File: config.mk
export PLATFORM = sky130hd
export DESIGN_NAME = sound_sequencer
export DESIGN_NICKNAME = d
export VERILOG_FILES = /design/src/rtl/sound_sequencer.sv
export SDC_FILE = /design/constraint.sdc
export NUM_CORES = 1
export LEC_CHECK = 0
export ABC_AREA = 1
export CORE_MARGIN = 3
export CORE_UTILIZATION = 40
export CTS_CLUSTER_DIAMETER = 60
export CTS_CLUSTER_SIZE = 40
export DETAILED_ROUTE_END_ITERATION = 6
export PLACE_DENSITY_LB_ADDON = 0.08
export SLEW_MARGIN = 20
export SYNTH_ARGS = -nofsm -noshare
export SYNTH_HDL_FRONTEND = slang
export SYNTH_SLANG_ARGS = --single-unit
File: constraint.sdc
create_clock -name clk -period 7.2 [get_ports clk]
set_input_delay 0.72 -clock clk [delete_from_list [all_inputs] [get_ports clk]]
set_output_delay 0.72 -clock clk [all_outputs]
set_load 0.02 [all_outputs]
File: src/rtl/sound_sequencer.sv
// Plays a fixed 4-note win/lose melody on each rising edge of enable_sound.
// Each note is a divided square wave followed by an optional silent gap; busy/done report progress.
module sound_sequencer #(
  parameter int NOTE_CYCLES = 12500000,
  parameter int GAP_CYCLES  = 2500000,
  parameter int DIV_SHIFT   = 0,
  parameter int WIN_SEL     = 1
) (
  input  logic       clk,
  input  logic       reset,
  input  logic       enable_sound,
  input  logic [9:0] sound_freq_in,
  output logic       tone_out,
  output logic       busy,
  output logic [1:0] note_idx,
  output logic       melody_done
);

  localparam int NW = (NOTE_CYCLES > 1) ? $clog2(NOTE_CYCLES) : 1;
  localparam int GW = (GAP_CYCLES > 1) ? $clog2(GAP_CYCLES) : 1;
  localparam logic [NW-1:0] NOTE_LAST = NW'(NOTE_CYCLES - 1);
  localparam logic [GW-1:0] GAP_LAST  = (GAP_CYCLES > 0) ? GW'(GAP_CYCLES - 1) : '0;
  localparam bit HAS_GAP = (GAP_CYCLES > 0);

  typedef enum logic [1:0] {IDLE, PLAY, GAP, DONE} state_t;

  state_t          state_q;
  logic            enable_q;
  logic            win_q;
  logic            tone_q;
  logic            busy_q;
  logic            done_q;
  logic [1:0]      idx_q;
  logic [NW-1:0]   note_cnt_q;
  logic [GW-1:0]   gap_cnt_q;
  logic [16:0]     div_cnt_q;

  logic            trig;
  logic            win_now;
  logic            note_end;
  logic            advance;
  logic [1:0]      idx_inc;

  // Half-period in clock cycles; heavy shifts clamp to 1 so the divider never stalls.
  function automatic logic [16:0] half_period(input logic win, input logic [1:0] idx);
    logic [16:0] raw;
    logic [16:0] shifted;
    case ({win, idx})
      3'b100:  raw = 17'd47801;
      3'b101:  raw = 17'd37936;
      3'b110:  raw = 17'd31888;
      3'b111:  raw = 17'd23878;
      3'b000:  raw = 17'd63776;
      3'b001:  raw = 17'd75843;
      3'b010:  raw = 17'd85034;
      default: raw = 17'd95420;
    endcase
    shifted = raw >> DIV_SHIFT;
    return (shifted == 17'd0) ? 17'd1 : shifted;
  endfunction

  assign trig     = enable_sound & ~enable_q;
  assign win_now  = (sound_freq_in == 10'(WIN_SEL));
  assign note_end = (state_q == PLAY) && (note_cnt_q == '0);
  assign advance  = (note_end && !HAS_GAP) || ((state_q == GAP) && (gap_cnt_q == '0));
  assign idx_inc  = idx_q + 2'd1;

  always_ff @(posedge clk or posedge reset) begin
    if (reset) begin
      state_q    <= IDLE;
      enable_q   <= 1'b0;
      win_q      <= 1'b0;
      tone_q     <= 1'b0;
      busy_q     <= 1'b0;
      done_q     <= 1'b0;
      idx_q      <= 2'd0;
      note_cnt_q <= '0;
      gap_cnt_q  <= '0;
      div_cnt_q  <= '0;
    end else begin
      enable_q <= enable_sound;
      done_q   <= 1'b0;
      if (trig) begin
        // A new edge always restarts from note 0, whatever is playing.
        state_q    <= PLAY;
        win_q      <= win_now;
        idx_q      <= 2'd0;
        note_cnt_q <= NOTE_LAST;
        div_cnt_q  <= half_period(win_now, 2'd0) - 17'd1;
        tone_q     <= 1'b0;
        busy_q     <= 1'b1;
      end else begin
        case (state_q)
          PLAY: begin
            if (div_cnt_q == '0) begin
              tone_q    <= ~tone_q;
              div_cnt_q <= half_period(win_q, idx_q) - 17'd1;
            end else begin
              div_cnt_q <= div_cnt_q - 17'd1;
            end
            if (note_end) begin
              tone_q <= 1'b0;
              if (HAS_GAP) begin
                state_q   <= GAP;
                gap_cnt_q <= GAP_LAST;
              end
            end else begin
              note_cnt_q <= note_cnt_q - NW'(1);
            end
          end
          GAP: begin
            if (gap_cnt_q != '0) gap_cnt_q <= gap_cnt_q - GW'(1);
          end
          DONE: state_q <= IDLE;
          default: ;
        endcase
        if (advance) begin
          if (idx_q == 2'd3) begin
            state_q <= DONE;
            busy_q  <= 1'b0;
            done_q  <= 1'b1;
            idx_q   <= 2'd0;
          end else begin
            state_q    <= PLAY;
            idx_q      <= idx_inc;
            note_cnt_q <= NOTE_LAST;
            div_cnt_q  <= half_period(win_q, idx_inc) - 17'd1;
          end
        end
      end
    end
  end

  assign tone_out    = tone_q;
  assign busy        = busy_q;
  assign note_idx    = idx_q;
  assign melody_done = done_q;

endmodule

## After elaboration in Yosys (flattened, before gate mapping)

Index checks and enable logic that the tools add are counted.

| storage, ports and cells | value |
|---|---|
| latch bits | 0 |
| bits in read-only memories | 0 |
| word-level logic and storage cells | 107 |
| bits in writable memories | 0 |
| output and inout bits | 5 |
| input port bits | 13 |
| flip-flop bits (word level) | 72 |
| memories kept | 0 |

| operators by class | value |
|---|---|
| $add $sub $neg | 7 |
| reduce and logical (&&, ||, !) cells | 21 |
| eq/ne operators | 20 |
| $lt $le $gt $ge | 0 |
| multiplexer cells | 44 |
| $mul | 0 |
| div/mod/pow operators | 0 |
| shifts and indexed selects | 0 |
| bitwise logic cells | 5 |

Operators by type and width:

| kind | number |
|---|---|
| 17-bit two-way mux | 15 |
| 17-bit one-hot mux with 7 select lines | 2 |
| 24-bit two-way mux | 5 |
| 17-bit logical NOT | 4 |
| 17-bit by 1-bit subtractor with 17-bit output, second input constant | 4 |
| 22-bit two-way mux | 2 |
| 22-bit one-hot mux with 2 select lines | 1 |
| 17-bit one-hot mux with 2 select lines | 1 |
| 3-bit == test, second input constant | 8 |
| 24-bit logical NOT | 1 |
| 24-bit by 1-bit subtractor with 24-bit output, second input constant | 1 |
| 22-bit logical NOT | 1 |
| 22-bit nonzero test | 1 |
| 22-bit by 1-bit subtractor with 22-bit output, second input constant | 1 |
| 2-bit two-way mux | 7 |
| 10-bit by 1-bit == test with 1-bit output, second input constant | 1 |
| 1-bit two-way mux | 10 |
| 2-bit nonzero test | 4 |
| 2-bit == test, second input constant | 3 |
| 3-bit by 1-bit == test with 1-bit output, second input constant | 2 |
| 3-bit by 2-bit == test with 1-bit output, second input constant | 2 |
| 3-bit logical NOT | 2 |
| 2-bit AND reduction | 3 |
| 4-bit != test, second input constant | 1 |
| other kinds (11) | 15 |

## Depth between registers and ports, before layout

Gate-level depths: netlist of run 1.

| depth | value |
|---|---|
| depth in word-level cells | 13 |
| gate-level depth with buffers | 19 |
| depth with buffers taken out | 18 |

## Worst setup path after synthesis of run 1

OpenSTA, ideal clock, no wires.

| path | value |
|---|---|
| kind | reg-to-reg |
| from | reg idx_q[0], in the netlist note_idx[0] |
| to | reg div_cnt_q[6] |
| arrival | 2.444 ns |
| path buffers | 1 |
| library setup time | 0.118 ns |
| stages on the path, launching flop included | 17 |
| setup slack | 4.638 ns |
| cell sequence | dfrtp_1 > clkbuf_1 > inv_1 > ha_1 > nand2_1 > inv_1 > nor2_1 > nand2_1 > nand2_2 > ha_1 > nand3_1 > nor2_4 > inv_2 > nor2_4 > xor2_1 > nand2_1 > a21o_1 |

| on the way | value |
|---|---|
| cells in the longest elaborated chain, start to end | 13 |

Ends and longest elaborated chain:

| element | RTL line | RTL |
|---|---|---|
| start, declared | 33 | `logic [1:0] idx_q;` |
| start signal, assigned | 125 | `idx_q <= idx_inc;` |
| branches (longest 11 deep; another with 17-bit by 1-bit subtractor with 17-bit output) | - |  |
| 17-bit two-way mux * | 117 | `if (advance) begin` |
| 17-bit two-way mux * | 83 | `if (trig) begin` |
| end signal, assigned | 89 | `div_cnt_q <= half_period(win_now, 2'd0) - 17'd1;` |
| end signal, assigned | 97 | `div_cnt_q <= half_period(win_q, idx_q) - 17'd1;` |
| end signal, assigned | 99 | `div_cnt_q <= div_cnt_q - 17'd1;` |
| end, declared | 36 | `logic [16:0] div_cnt_q;` |

Every way passes the cells marked *. The select of a mux whose other input is x is not followed.
A chain may end at the register's enable or synchronous reset.

## Worst setup path in the final report of run 1

| path | value |
|---|---|
| from | reg idx_q[0], in the netlist note_idx[0] |
| to | reg div_cnt_q[12] |

Same word-level chain as after synthesis.

==> run summary, run 1 <==
Max rail drop VDD = 0.142 mV
residual DRC count = 0
Die Wd = 121 um
CTS tree = done
Reg-to-Reg Start = note_idx[0]$_DFFE_PP0P_
via count = 5003
GPL Wtd Cong = 0.930
Final Max Tran Viols = 0
power share of the combinational group = 31.4%
Final setup viols = 0
largest family of logic cells by synthesized area = simple AND/OR/NAND/NOR gates
Synth Area in Adders = 2.62%
hpwl dp = 10800 um
Crit. End Element = flop
worst endpoint required time = 7.42 ns
Internal = 980 uW
flops & latches, synth = 72
sequential cell area = 0.00180 mm^2
xor and xnor area share after synthesis = 1.83%
Die Area = 0.0145 mm^2
final hold vios = 0
site row count = 41
first-pass GRT wire length = 24000 um
footprint of the multi-input gates = 0.00291 mm^2
Rel. slew slack = 37.0%
CP max FO = 12
Area Growth Syn to Fin = 13.1%
CTS Sinks = 72
initial antenna violation count = 0
Psw = 564 uW
status = complete, no violations
WL/cell = 14.7 um
max cap viols = 0
Least-Margin Pin Slew = 0.945 ns
setup TNS = 0 ns
antenna viol nets, final = 0
Seq/Total Area, Yosys = 34.3%
CTS buffer count = 9
final period utilization = 40.6%
switching share of power = 36.5%
H-Tree Depth = 3
setup bufs post-CTS = 0
GRT Util Overall = 20.9%
Initial Utilization = 41.3%
reg2reg path depth = 17
port bufs = 17
cts repair resizes = 0
clock latency on the worst-skew pair = 0.35 ns
ant diodes = 0
unrepaired setup endpoints after global routing = false
CTS max path bufs = 2
RR Endpoint = div_cnt_q[12]$_DFF_PP0_
top cell type's share of synthesized area = 34.3%
crit path to = div_cnt_q[12]$_DFF_PP0_
Post-Syn Nets = 807
Critical Path Source = note_idx[0]$_DFFE_PP0P_
DR pass1 iterations = 5
share of layout cells above drive strength 1 = 10.4%
Finished Core Util = 46.7%
# nets final = 826
GRT overflow = 0
DRT iter0 DRCs = 369
Clock Tree Root = clkbuf_16
max frequency = 343 MHz
power per cell area = 260 mW/mm^2
PnR Total Power = 1.54 mW
Sequential Power Share = 34.3%
vias in the first global route = 4849
Netlist cell types = 43
ranking of synthesized cells by area = dfrtp_1, nand2_1, nor2_1
core area = 0.0127 mm^2
Hold Path Class = reg -> reg
startpoint types = flop
Mapped Area = 0.00525 mm^2
Post-Syn Area per Cell = 6.71 um^2
Final min period = 2.92 ns
area share of and/or/nand/nor cells after synthesis = 38.1%
Vias/cell = 5.11
leakage = 2.93 nW
clk slew on worst S/H paths = 0.06 ns
Syn. warnings = 0
Crit Path Class = reg -> reg
Syn Inst Count = 783
mux share of post-synthesis cell area = 0%
crit path DAT = 3.14 ns
Fin Clk Skew = 0.0109 ns
largest net degree at the start of global routing = 73
Die Y = 121 um
Synth Area in Compound Gates = 12.9%
# IOs = 18
Worst R2R Setup Slack = 4.28 ns
Routed WL = 14400 um
hold_buf cts = 0
Fillers = 1341
Clock power frac = 34.2%
Synth area leader = dfrtp_1
-- kinds of logic (layout without fill, tap and decap cells) --
group | after synthesis | count (layout)
flip-flops | 72 | 72
buffers and inverters | 136 | 160
AO/OA/AOI/OAI | 120 | 120
XOR/XNOR | 11 | 11
adder cells (fa/ha/maj) | 11 | 11
AND/OR/NAND/NOR | 433 | 433
-- flip-flops by register name (all words and copies together), names as in the netlist, 2 cells and up --
| name | cells |
|---|---|
| note_cnt_q | 24 |
| div_cnt_q | 17 |
| gap_cnt_q | 22 |
| state_q | 2 |
| note_idx | 2 |
-- per-stage QoR --
stage,cells,hold slack (ns),area [um^2],setup WS [ns]
after floorplan,783,0.451,5250,4.64
after global placement,963,0.468,5600,4.25
after detailed placement,963,0.475,5600,4.18
after CTS,979,0.488,5940,4.28
after global routing,979,0.505,5940,4.03
final,979,0.485,5940,4.28
-- critical path: stages, from the launching register on --
cell and delay (ns):
dfrtp_1 0.59, inv_1 0.19, ha_1 0.29, nand2_1 0.16, inv_1 0.13, nor2_1 0.12
nand2_1 0.07, nand2_2 0.12, ha_1 0.18, nand3_1 0.16, nor2_4 0.15, nand3_2 0.13
nor2_2 0.15, nand2_1 0.07, nand2_1 0.05, nand3_1 0.09, nand2_1 0.08, nand2_1 0.05
-- final cells by class --
| class | count | area share (%) |
|---|---|---|
| multi-input combinational | 575 | 49.0 |
| sequential | 72 | 30.3 |
| inverter | 123 | 7.85 |
| clock buffer | 11 | 4.08 |
| tap | 172 | 3.62 |
| timing repair buffer | 21 | 3.37 |
| clock inverter | 5 | 1.75 |
-- cell usage in the layout (no fill, tap or decap), drive strengths merged --
cell	synthesis	layout
nand2	191	191
nor2	151	151
inv	123	123
dfrtp	72	72
nand3	54	54
o21ai	48	48
a21oi	47	47
clkdlybuf4s50	0	17
nand4	12	12
ha	11	11
clkbuf	5	11
xor2	10	10
nor3	10	10
o211ai	7	7
nor4	7	7
o31ai	5	5
buf	8	4
o21bai	4	4
or2	3	3
nand3b	3	3
bufinv	0	3
a21o	2	2
o221ai	2	2
a31oi	2	2
a21boi	2	2
clkinv	0	2
xnor2	1	1
a22oi	1	1
nor4b	1	1
nor3b	1	1
-- layer usage --
layer | global-route usage [%] | part of all wire, %
met5 | 0 | 0
met2 | 32.7 | 44
met3 | 4.44 | 4.1
met1 | 28.6 | 49
met4 | 7.44 | 2.5
-- how the worst min path moves through the flow --
stage,startpoint,endpoint,slack [ns],depth (start not counted)
2_1_floorplan,note_cnt_q[23]$_DFF_PP0_,note_cnt_q[23]$_DFF_PP0_,0.45,2
3_3_place_gp,note_cnt_q[23]$_DFF_PP0_,note_cnt_q[23]$_DFF_PP0_,0.47,2
3_5_place_dp,note_cnt_q[23]$_DFF_PP0_,note_cnt_q[23]$_DFF_PP0_,0.47,2
4_1_cts,note_cnt_q[23]$_DFF_PP0_,note_cnt_q[23]$_DFF_PP0_,0.49,2
5_1_grt,note_cnt_q[23]$_DFF_PP0_,note_cnt_q[23]$_DFF_PP0_,0.51,2
6_report,note_cnt_q[23]$_DFF_PP0_,note_cnt_q[23]$_DFF_PP0_,0.49,2
-- power groups by stage --
stage / logic (mW) / registers [mW] / clock network (mW)
6_report: 0.485 / 0.530 / 0.528
5_1_grt: 0.550 / 0.539 / 0.557
4_1_cts: 0.487 / 0.529 / 0.543
3_5_place_dp: 0.484 / 0.536 / 0
3_3_place_gp: 0.479 / 0.535 / 0
2_1_floorplan: 0.373 / 0.520 / 0
-- synthesized netlist by cell type, drive strengths merged --
master and n:
ha 11, inv 123, a22oi 1, o21ai 48
o221ai 2, nand3 54, o21bai 4, nor4 7
o31ai 5, nor3 10, a21o 2, a31oi 2
nand2 191, nor4b 1, nor3b 1, nand4 12
a21oi 47, clkbuf 5, buf 8, dfrtp 72
o211ai 7, xnor2 1, nand3b 3, nor2 151
xor2 10, or2 3, a21boi 2
(Power assumes the default switching activity.)
==> inputs of run 2 (changes only) <==
==> constraint.sdc (replaced) <==
create_clock -name clk -period 3 [get_ports clk]
set_input_delay 0.3 -clock clk [delete_from_list [all_inputs] [get_ports clk]]
set_output_delay 0.3 -clock clk [all_outputs]
set_load 0.02 [all_outputs]
==> run 2 against run 1 <==
Compared with the run above: sequential cell count stayed put; clock power grew to 2.5 times the previous value; clock-buffer cell count stayed put; maximum frequency is 4.4% higher; utilization is 0.58 points higher; routed wire length is 0.21% higher; design area is 1.2% higher; die area stayed put; critical path depth is 2 lower; critical endpoint is now div_cnt_q[8]$_DFF_PP0_.
==> run summary, run 2 (synthesis results as in run 1) <==
# IOs = 18 (unchanged)
residual DRC count = 0 (unchanged)
Initial Utilization = 41.3% (unchanged)
CTS max path bufs = 2 (unchanged)
Final min period = 2.80 ns (-0.123 ns)
hold_buf cts = 0 (unchanged)
GRT overflow = 0 (unchanged)
Max rail drop VDD = 0.575 mV (+300%)
Crit Path Class = reg -> reg
initial antenna violation count = 0 (unchanged)
Rel. slew slack = 69.4% (+32 points)
Fin Clk Skew = 0.00678 ns (-0.00410 ns)
via count = 4980 (-0.46%)
share of layout cells above drive strength 1 = 11.0% (+0.55 points)
post-route worst setup slack = 0.203 ns (-4.08 ns)
max FFs per register = 24 (unchanged)
leakage = 2.96 nW (+1.3%)
Crit. End Element = flop
first-pass GRT wire length = 24000 um (+0.20%)
DRT iter0 DRCs = 378 (+2.4%)
setup TNS = 0 ns (unchanged)
Sequential Power Share = 33.7% (-0.6 points)
ant diodes = 0 (unchanged)
worst path bufs/invs = 2 (unchanged)
vias in the first global route = 4752 (-2.0%)
Largest Register = note_cnt_q
Die Y = 121 um (unchanged)
Final setup viols = 0 (unchanged)
CTS tree = done
max cap viols = 0 (unchanged)
crit path DAT = 3.03 ns (-0.11 ns)
Clock power frac = 35.5% (+1.3 points)
worst endpoint required time = 3.23 ns (-4.19 ns)
Internal = 2.44 mW (+150%)
H-Tree Depth = 3 (unchanged)
GRT Util Overall = 21.1% (+0.21 points)
Finished Core Util = 47.3% (+0.58 points)
DR pass1 iterations = 5 (unchanged)
Psw = 1.32 mW (+130%)
GPL Wtd Cong = 0.953 (+2.5%)
CP peak stage delay = 0.52 ns (-0.07 ns)
startpoint types = flop
CP top delay family = simple AND/OR/NAND/NOR gates
Final Max Tran Viols = 0 (unchanged)
Hold Path Class = in -> async
core area = 0.0127 mm^2 (unchanged)
final hold vios = 0 (unchanged)
# nets final = 831 (+0.61%)
CTS buffer count = 9 (unchanged)
switching share of power = 35.1% (-1.4 points)
Die Area = 0.0145 mm^2 (unchanged)
most frequent cells in the layout = nand2_1, nor2_1, inv_1
CP dominant cell by count = nand2_1
Critical Path Source = note_idx[1]$_DFFE_PP0P_
final period utilization = 93.2% (+53 points)
Vias/cell = 5.06 (-0.97%)
clk slew on worst S/H paths = 0.06 ns (about the same)
setup bufs post-CTS = 0 (unchanged)
power per cell area = 626 mW/mm^2 (+140%)
Clock Tree Root = clkbuf_16
CP max FO = 8 (-4)
clock latency on the worst-skew pair = 0.35 ns (about the same)
CTS Sinks = 72 (unchanged)
Area Growth Syn to Fin = 14.6%
WL/cell = 14.7 um (-0.30%)
Reg-to-Reg Start = note_idx[1]$_DFFE_PP0P_
top flop regs = note_cnt_q: 24 flops, gap_cnt_q: 22 flops, div_cnt_q: 17 flops
Die Wd = 121 um (unchanged)
unrepaired setup endpoints after global routing = false
site row count = 41 (unchanged)
max frequency = 358 MHz (+4.4%)
status = complete, no violations
DP Worst Slack = 0.265 ns (-3.91 ns)
power share of the combinational group = 30.8% (-0.6 points)
largest net degree at the start of global routing = 73 (unchanged)
commonest non-fill, non-tap cell in the layout = nand2_1
hpwl dp = 11000 um (+1.7%)
crit-path cells = inv_1, ha_1, nand2_1, inv_1, nor2_1, nand2_1, nand2_2, ha_1, nand3_1, nor2_4, nand3_2, o21ai_0, nand2_1, nand2_1, nand2_1
Least-Margin Pin Slew = 0.459 ns (-0.486 ns)
cts repair resizes = 0 (unchanged)
Routed WL = 14400 um (+0.21%)
antenna viol nets, final = 0 (unchanged)
port bufs = 17 (unchanged)
Crit-path slowest cell = dfrtp_1
[run 2: cell count changes in the layout (fill, tap and decap cells not counted), sizes merged]
| cell | before | now |
|---|---|---|
| bufinv | 3 | 4 |
| clkinv | 2 | 0 |
| clkinvlp | 0 | 1 |
| buf | 4 | 9 |
[run 2: worst paths after layout]
path / slack [ns] / to / depth (start not counted)
worst min-delay path: 0.33 / div_cnt_q[16]$_DFF_PP0_ / 3
min in group clk: 0.43 / enable_q$_DFF_PP0_ / 1
worst max-delay path: 0.20 / div_cnt_q[8]$_DFF_PP0_ / 15
max in group asynchronous: 2.29 / enable_q$_DFF_PP0_ / 3
worst max register to register: 0.20 / div_cnt_q[8]$_DFF_PP0_ / 15
worst min register to register: 0.49 / note_cnt_q[23]$_DFF_PP0_ / 2
[run 2: power groups by stage]
stage | sequential [mW] | combinational, mW | clock, mW
3_5_place_dp | 1.28 | 1.16 | 0
3_3_place_gp | 1.28 | 1.15 | 0
6_report | 1.27 | 1.16 | 1.34
5_1_grt | 1.29 | 1.33 | 1.41
2_1_floorplan | 1.25 | 0.896 | 0
4_1_cts | 1.27 | 1.17 | 1.37
[run 2: per-layer routing]
layer  global-route usage [%]  routed length (um)  vias up  part of all wire [%]
met1                     29.4                6840     2268                    47
li1                         -                   -     2553                     -
met4                     9.42                 481        0                   3.3
met3                     4.21                 768       24                   5.3
met2                     31.6                6340      135                    44
met5                        0                   0        -                     0
[run 2: area by class of cell]
type	instances	area, um^2
clock buffer	11	243
clock inverter	5	128
fill	1353	6700
inverter	123	467
multi-input combinational	575	2910
sequential	72	1800
tap	172	215
timing repair buffer	26	250
[run 2: worst register-to-register path, cell delays in order, from the launching register on]
cell and delay, ns:
dfrtp_1 0.52, inv_1 0.23, ha_1 0.28, nand2_1 0.15, inv_1 0.09, nor2_1 0.11
nand2_1 0.07, nand2_2 0.10, ha_1 0.18, nand3_1 0.15, nor2_4 0.14, nand3_2 0.12
o21ai_0 0.32, nand2_1 0.09, nand2_1 0.07, nand2_1 0.04
[run 2: per-stage QoR]
step	std cells	cell area, um^2	hold WS, ns	power (mW)
2_1_floorplan	783	5250	0.331	2.14
3_3_place_gp	968	5650	0.473	2.44
3_5_place_dp	968	5650	0.475	2.44
4_1_cts	984	6020	0.377	3.81
5_1_grt	984	6020	0.377	4.03
6_report	984	6020	0.335	3.77
==> RTL edit 1: new RTL, config.mk and constraints of run 2 <==
Encoding of `state_t`: now one-hot (4 bits for 4 states).
--- a/src/rtl/sound_sequencer.sv
+++ b/src/rtl/sound_sequencer.sv
@@ -23,5 +23,5 @@
   localparam bit HAS_GAP = (GAP_CYCLES > 0);
 
-  typedef enum logic [1:0] {IDLE, PLAY, GAP, DONE} state_t;
+  typedef enum logic [3:0] {IDLE = 4'b0001, PLAY = 4'b0010, GAP = 4'b0100, DONE = 4'b1000} state_t;
 
   state_t          state_q;
Formal check against the unedited RTL: same outputs for any inputs over 4 cycles, from zero or initial values and one cycle with reset high; so few cycles prove little.
==> RTL edit 1 against run 2 <==
- count of clock-buffer cells in the layout unchanged
- maximum frequency up 8.3%
- design area up 1.3%
- die area up 2.4%
- total power down 6.1%
- setup slack better by 0.21 ns
- via count up 5.6%
- wire length up 6.9%
- hold slack better by 0.032 ns
- sequential share of layout area up 0.47 points
- synthesized area up 2.5%
- sequential cell count up 2
- largest power group is now registers
- highest routed layer unchanged
==> RTL edit 1: results (changes against run 2) <==
- Register area share after synthesis: 34.4% (+0.12 points)
- Top Layer Used: met4
- FF-to-FF End: div_cnt_q[14]
- Layout cells sized above 1: 9.78% (-1.2 points)
- Clock Latency Late Sink: 0.35 ns (about the same)
- Synth async-reset ratio: 100% (unchanged)
- Met1 Resource Use GR: 27.9% (-1.5 points)
- Mapped Cells: 797 (+1.8%)
- Worst Hold Class: in -> async
- Measured slew at the worst slew-check pin: 0.703 ns (+0.244 ns)
- Worst reg2reg path startpoint: note_idx[1]
- Synth top area cells: dfrtp_1 (34%), nand2_1 (12%), nor2_1 (8.0%)
- Leakage: 0.00269 µW (-9.3%)
- Largest net degree at the start of global routing: 39 (-47%)
- GRT Total Usage: 21.8% (+0.72 points)
- Slowest CP cell: dfrtp_2
- VDD IR max: 0.000289 V (-50%)
- Max Root-Sink Buffers: 2 (unchanged)
- Pre-antenna DRT Iters: 5 (unchanged)
- Adder-cell share of the synthesized area: 2.56% (-0.063 points)
- Routed WL per cell: 15.4 µm (+5.2%)
- Root buffer cell: clkbuf_16
- Antenna diode count: 0 (unchanged)
- Syn nets: 821 (+1.7%)
- CTS H-tree lvls: 3 (unchanged)
- Wire length on met1: 7160 µm (+4.7%)
- Num CTS Buffers: 9 (unchanged)
- CP max FO: 9 (+1)
- Status: finished clean
- Met2 WL: 7350 µm (+16%)
- Area after DPL: 5790 µm² (+2.5%)
- Via count: 5261 (+5.6%)
- GP Congestion: 0.939 (-1.5%)
- Arrival time worst endpoint: 2.81 ns (-0.22 ns)
- Top flop regs: note_cnt_q (24), gap_cnt_q (22), div_cnt_q (17)
- Clk slew on worst S/H paths: about 0.070 ns
- Critical path's largest stage delay: 0.42 ns (-0.10 ns)
- Compound-Gate Fraction of Synth Area: 13.8% (+0.87 points)
- Inst Count DP: 984 (+1.7%)
- Worst Skew: 0.0115 ns (+0.00470 ns)
- NumNets Final: 847 (+1.9%)
- First-pass GRT wire length: 25600 µm (+6.3%)
- FF-to-FF path depth: 17 (+2)
- Ys Warns: 0 (unchanged)
- Hold WS: 0.367 ns (+0.0322 ns)
- Xor/xnor share of the synthesized area: 3.09% (+1.3 points)
- Met3 Routed Length: 522 µm (-32%)
- DRT iter0 DRCs: 407 (+7.7%)
- GR Util met2: 37.1% (+5.4 points)
- Port buffer count: 17 (unchanged)
- # fillers: 1331 (-1.6%)
- Vias in the first global route: 5197 (+9.4%)
- GR Util met3: 3.62% (-0.59 points)
- Final HPWL DP: 11700 µm (+6.6%)
- Post-Route WL: 15400 µm (+6.9%)
- Most frequent cells after synthesis: nand2_1 (171), nor2_1 (115), inv_1 (110), dfrtp_1 (73), nand3_1 (70)
- R2r setup slk: 0.42 ns (+0.21 ns)
==> RTL edit 1: worst max path at each step <==
stage,start,endpoint
after floorplan,note_idx[0],div_cnt_q[14]
after global placement,note_idx[1],div_cnt_q[14]
final,note_idx[1],div_cnt_q[14]
after global routing,note_idx[1],div_cnt_q[14]
after detailed placement,note_idx[1],div_cnt_q[14]
after CTS,note_idx[1],div_cnt_q[14]
==> RTL edit 1: critical path: cells and delay by family, from the launching register on <==
family                   cells  cell delay (ns)
buffers and inverters        3             0.29
flip-flops                   1             0.42
adder cells (fa/ha/maj)      2             0.41
AO/OA/AOI/OAI                1             0.19
AND/OR/NAND/NOR             11             1.15
==> RTL edit 1: timing repair <==
item                                    CTS  global route
gates resized for setup                   0             2
endpoints found under the setup margin    0             5
setup buffers                             0             0
==> RTL edit 1: layout make-up <==
class | instances | share of cell area (%)
multi-input combinational | 592 | 49.4
sequential | 74 | 30.4
inverter | 118 | 7.29
timing repair buffer | 28 | 4.35
clock buffer | 11 | 3.98
tap | 172 | 3.53
clock inverter | 5 | 1.03
==> RTL edit 1: power by group <==
| part | leakage (µW) | switching, µW | internal, µW |
|---|---|---|---|
| clock | 0.000142 | 465 | 672 |
| combinational | 0.00171 | 794 | 362 |
| sequential | 0.000836 | 104 | 1140 |
==> RTL edit 1: stage by stage <==
step | power, µW | utilization (%) | setup WS, ns
after floorplan | 2100 | - | 0.435
after global placement | 2390 | 45.0 | 0.431
after detailed placement | 2400 | 45.0 | 0.279
after CTS | 3560 | 47.3 | 0.259
after global routing | 3780 | 47.4 | 0.0562
final | 3540 | 47.4 | 0.416
==> RTL edit 2: new RTL, settings of run 2 <==
Made on the original files. `NOTE_CYCLES`: 12500000 -> 3125000.
--- a/src/rtl/sound_sequencer.sv
+++ b/src/rtl/sound_sequencer.sv
@@ -2,5 +2,5 @@
 // Each note is a divided square wave followed by an optional silent gap; busy/done report progress.
 module sound_sequencer #(
-  parameter int NOTE_CYCLES = 12500000,
+  parameter int NOTE_CYCLES = 3125000,
   parameter int GAP_CYCLES  = 2500000,
   parameter int DIV_SHIFT   = 0,
Formal check against the unedited RTL: same outputs for any inputs over 4 cycles, from zero or initial values and one cycle with reset high; that may be too few to reach the edited logic, so the function may still have changed.
==> RTL edit 2 against run 2 <==
- wire length grew 5.4%
- design area down 1.6%
- clock power down 13%
- sequential cell count decreased by 2
- die area shrank 1.3%
- first-iteration DRC count is 3.2% higher
- synthesized area shrank 1.3%
- total power decreased by 14%
- utilization increased by 0.59 points
- non-clock buffer count is 3 higher
- critical endpoint is now div_cnt_q[10]
- setup slack better by 0.041 ns
==> RTL edit 2: results (changes against run 2) <==
- Status: finished clean
- Worst Hold Class: in -> async
- Register area share after synthesis: 33.8% (-0.50 points)
- Port buffer count: 17 (unchanged)
- CP max FO: 7 (-1)
- GP Congestion: 0.920 (-3.5%)
- Setup WS pre-CTS: 0.267 ns (+0.00195 ns)
- Post-CTS Setup Inserts: 0 (unchanged)
- Worst Skew: 0.00843 ns (+0.00165 ns)
- Slew HR: 61.5% (-7.9 points)
- Critical path class: reg -> reg
- FF-to-FF End: div_cnt_q[10]
- Initial antenna violation count: 0 (unchanged)
- R2r setup slk: 0.24 ns (+0.04 ns)
- Post-Route WL: 15200 µm (+5.4%)
- NumNets Final: 842 (+1.3%)
- CTS H-tree lvls: 3 (unchanged)
- Syn nets: 816 (+1.1%)
- Clk slew on worst S/H paths: 0.06 ns (about the same)
- Worst reg2reg path startpoint: note_idx[0]
- Ys flop type: dfrtp_1
- Clock Latency Late Sink: around 0.34 ns
- Max Root-Sink Buffers: 2 (unchanged)
- Leakage: 0.00285 µW (-4.0%)
- Inst Count DP: 975 (+0.72%)
- Final HPWL DP: 11800 µm (+7.0%)
- Mapped Cells: 792 (+1.1%)
- Fin crit share: 91.9% (-1.4 points)
- GRT Total Usage: 22.1% (+1.1 points)
- Post-route insts no fill: 990 (+0.61%)
- First-pass GRT wire length: 25200 µm (+4.9%)
- Synth unique cells: 47 (+9.3%)
- Layout cells sized above 1: 9.00% (-2.0 points)
- Arrival time worst endpoint: 2.97 ns (-0.06 ns)
- Ys Warns: 0 (unchanged)
- Via count: 5118 (+2.8%)
- FF-to-FF path depth: 17 (+2)
- DRT iter0 DRCs: 390 (+3.2%)
- Largest net degree at the start of global routing: 47 (-36%)
- Most frequent cells after synthesis: nand2_1 (191), nor2_1 (133), inv_1 (108), dfrtp_1 (70), nand3_1 (66)
- Synth top area cells: dfrtp_1 (34%), nand2_1 (14%), nor2_1 (9.6%)
- Num CTS Buffers: 9 (unchanged)
- VDD IR max: 0.000417 V (-27%)
- Top flop regs: gap_cnt_q (22), note_cnt_q (22), div_cnt_q (17)
- Root buffer cell: clkbuf_16
-- RTL edit 2: final cells by class --
type | count | area (µm²)
multi-input combinational | 595 | 2940
clock inverter | 5 | 83.8
clock buffer | 10 | 239
fill | 1334 | 6440
tap | 168 | 210
timing repair buffer | 29 | 273
inverter | 113 | 427
sequential | 70 | 1750
-- RTL edit 2: layer usage --
metal / share of wire (%) / GRT usage, %
met1: 45 / 27.5
met2: 49 / 37.8
met3: 3.4 / 4.67
met4: 2.9 / 8.30
met5: 0 / 0
-- RTL edit 2: power breakdown --
group / total (µW) / switching (µW) / internal [µW]
combinational: 871 / 583 / 288
sequential: 1210 / 123 / 1090
clock: 1170 / 427 / 747
total: 3260 / 1130 / 2120
-- RTL edit 2: cell families after synthesis --
family | after synthesis | share of synthesized area [%]
buffers and inverters | 127 | 9.73
DFF | 70 | 33.8
and+or+nand+nor | 466 | 40.3
xor gates and xnor gates | 11 | 1.86
adders and majority gates | 11 | 2.66
AOI/OAI and AO/OA | 107 | 11.6
-- RTL edit 2: worst min-delay path by stage --
stage	from	end	slack [ns]	cells past startpoint
2_1_floorplan	enable_sound	enable_q	0.33	0
3_3_place_gp	note_cnt_q[19]	note_cnt_q[19]	0.46	2
3_5_place_dp	note_cnt_q[19]	note_cnt_q[19]	0.48	2
4_1_cts	reset	note_cnt_q[3]	0.35	2
5_1_grt	reset	note_cnt_q[1]	0.39	2
6_report	reset	note_cnt_q[1]	0.34	2
-- RTL edit 2: per-stage QoR --
step | hold slack (ns) | instance area (µm²)
floorplan | 0.331 | 5180
global placement | 0.465 | 5590
detailed placement | 0.477 | 5590
CTS | 0.350 | 5910
global route | 0.385 | 5920
finish | 0.338 | 5920
-- RTL edit 2: critical path: stages (launching register included) --
cell and delay, ns:
dfrtp_1 0.37, inv_1 0.14, ha_1 0.32, nand2_1 0.14, nand2_1 0.10, nor2_1 0.17
nor2_1 0.07, nor2_1 0.11, ha_1 0.20, inv_1 0.08, nor2_1 0.18, nand3_2 0.18
nor2_1 0.20, nand3_1 0.10, nand2_1 0.09, nand2_1 0.05, nand2_1 0.07, a21oi_1 0.06
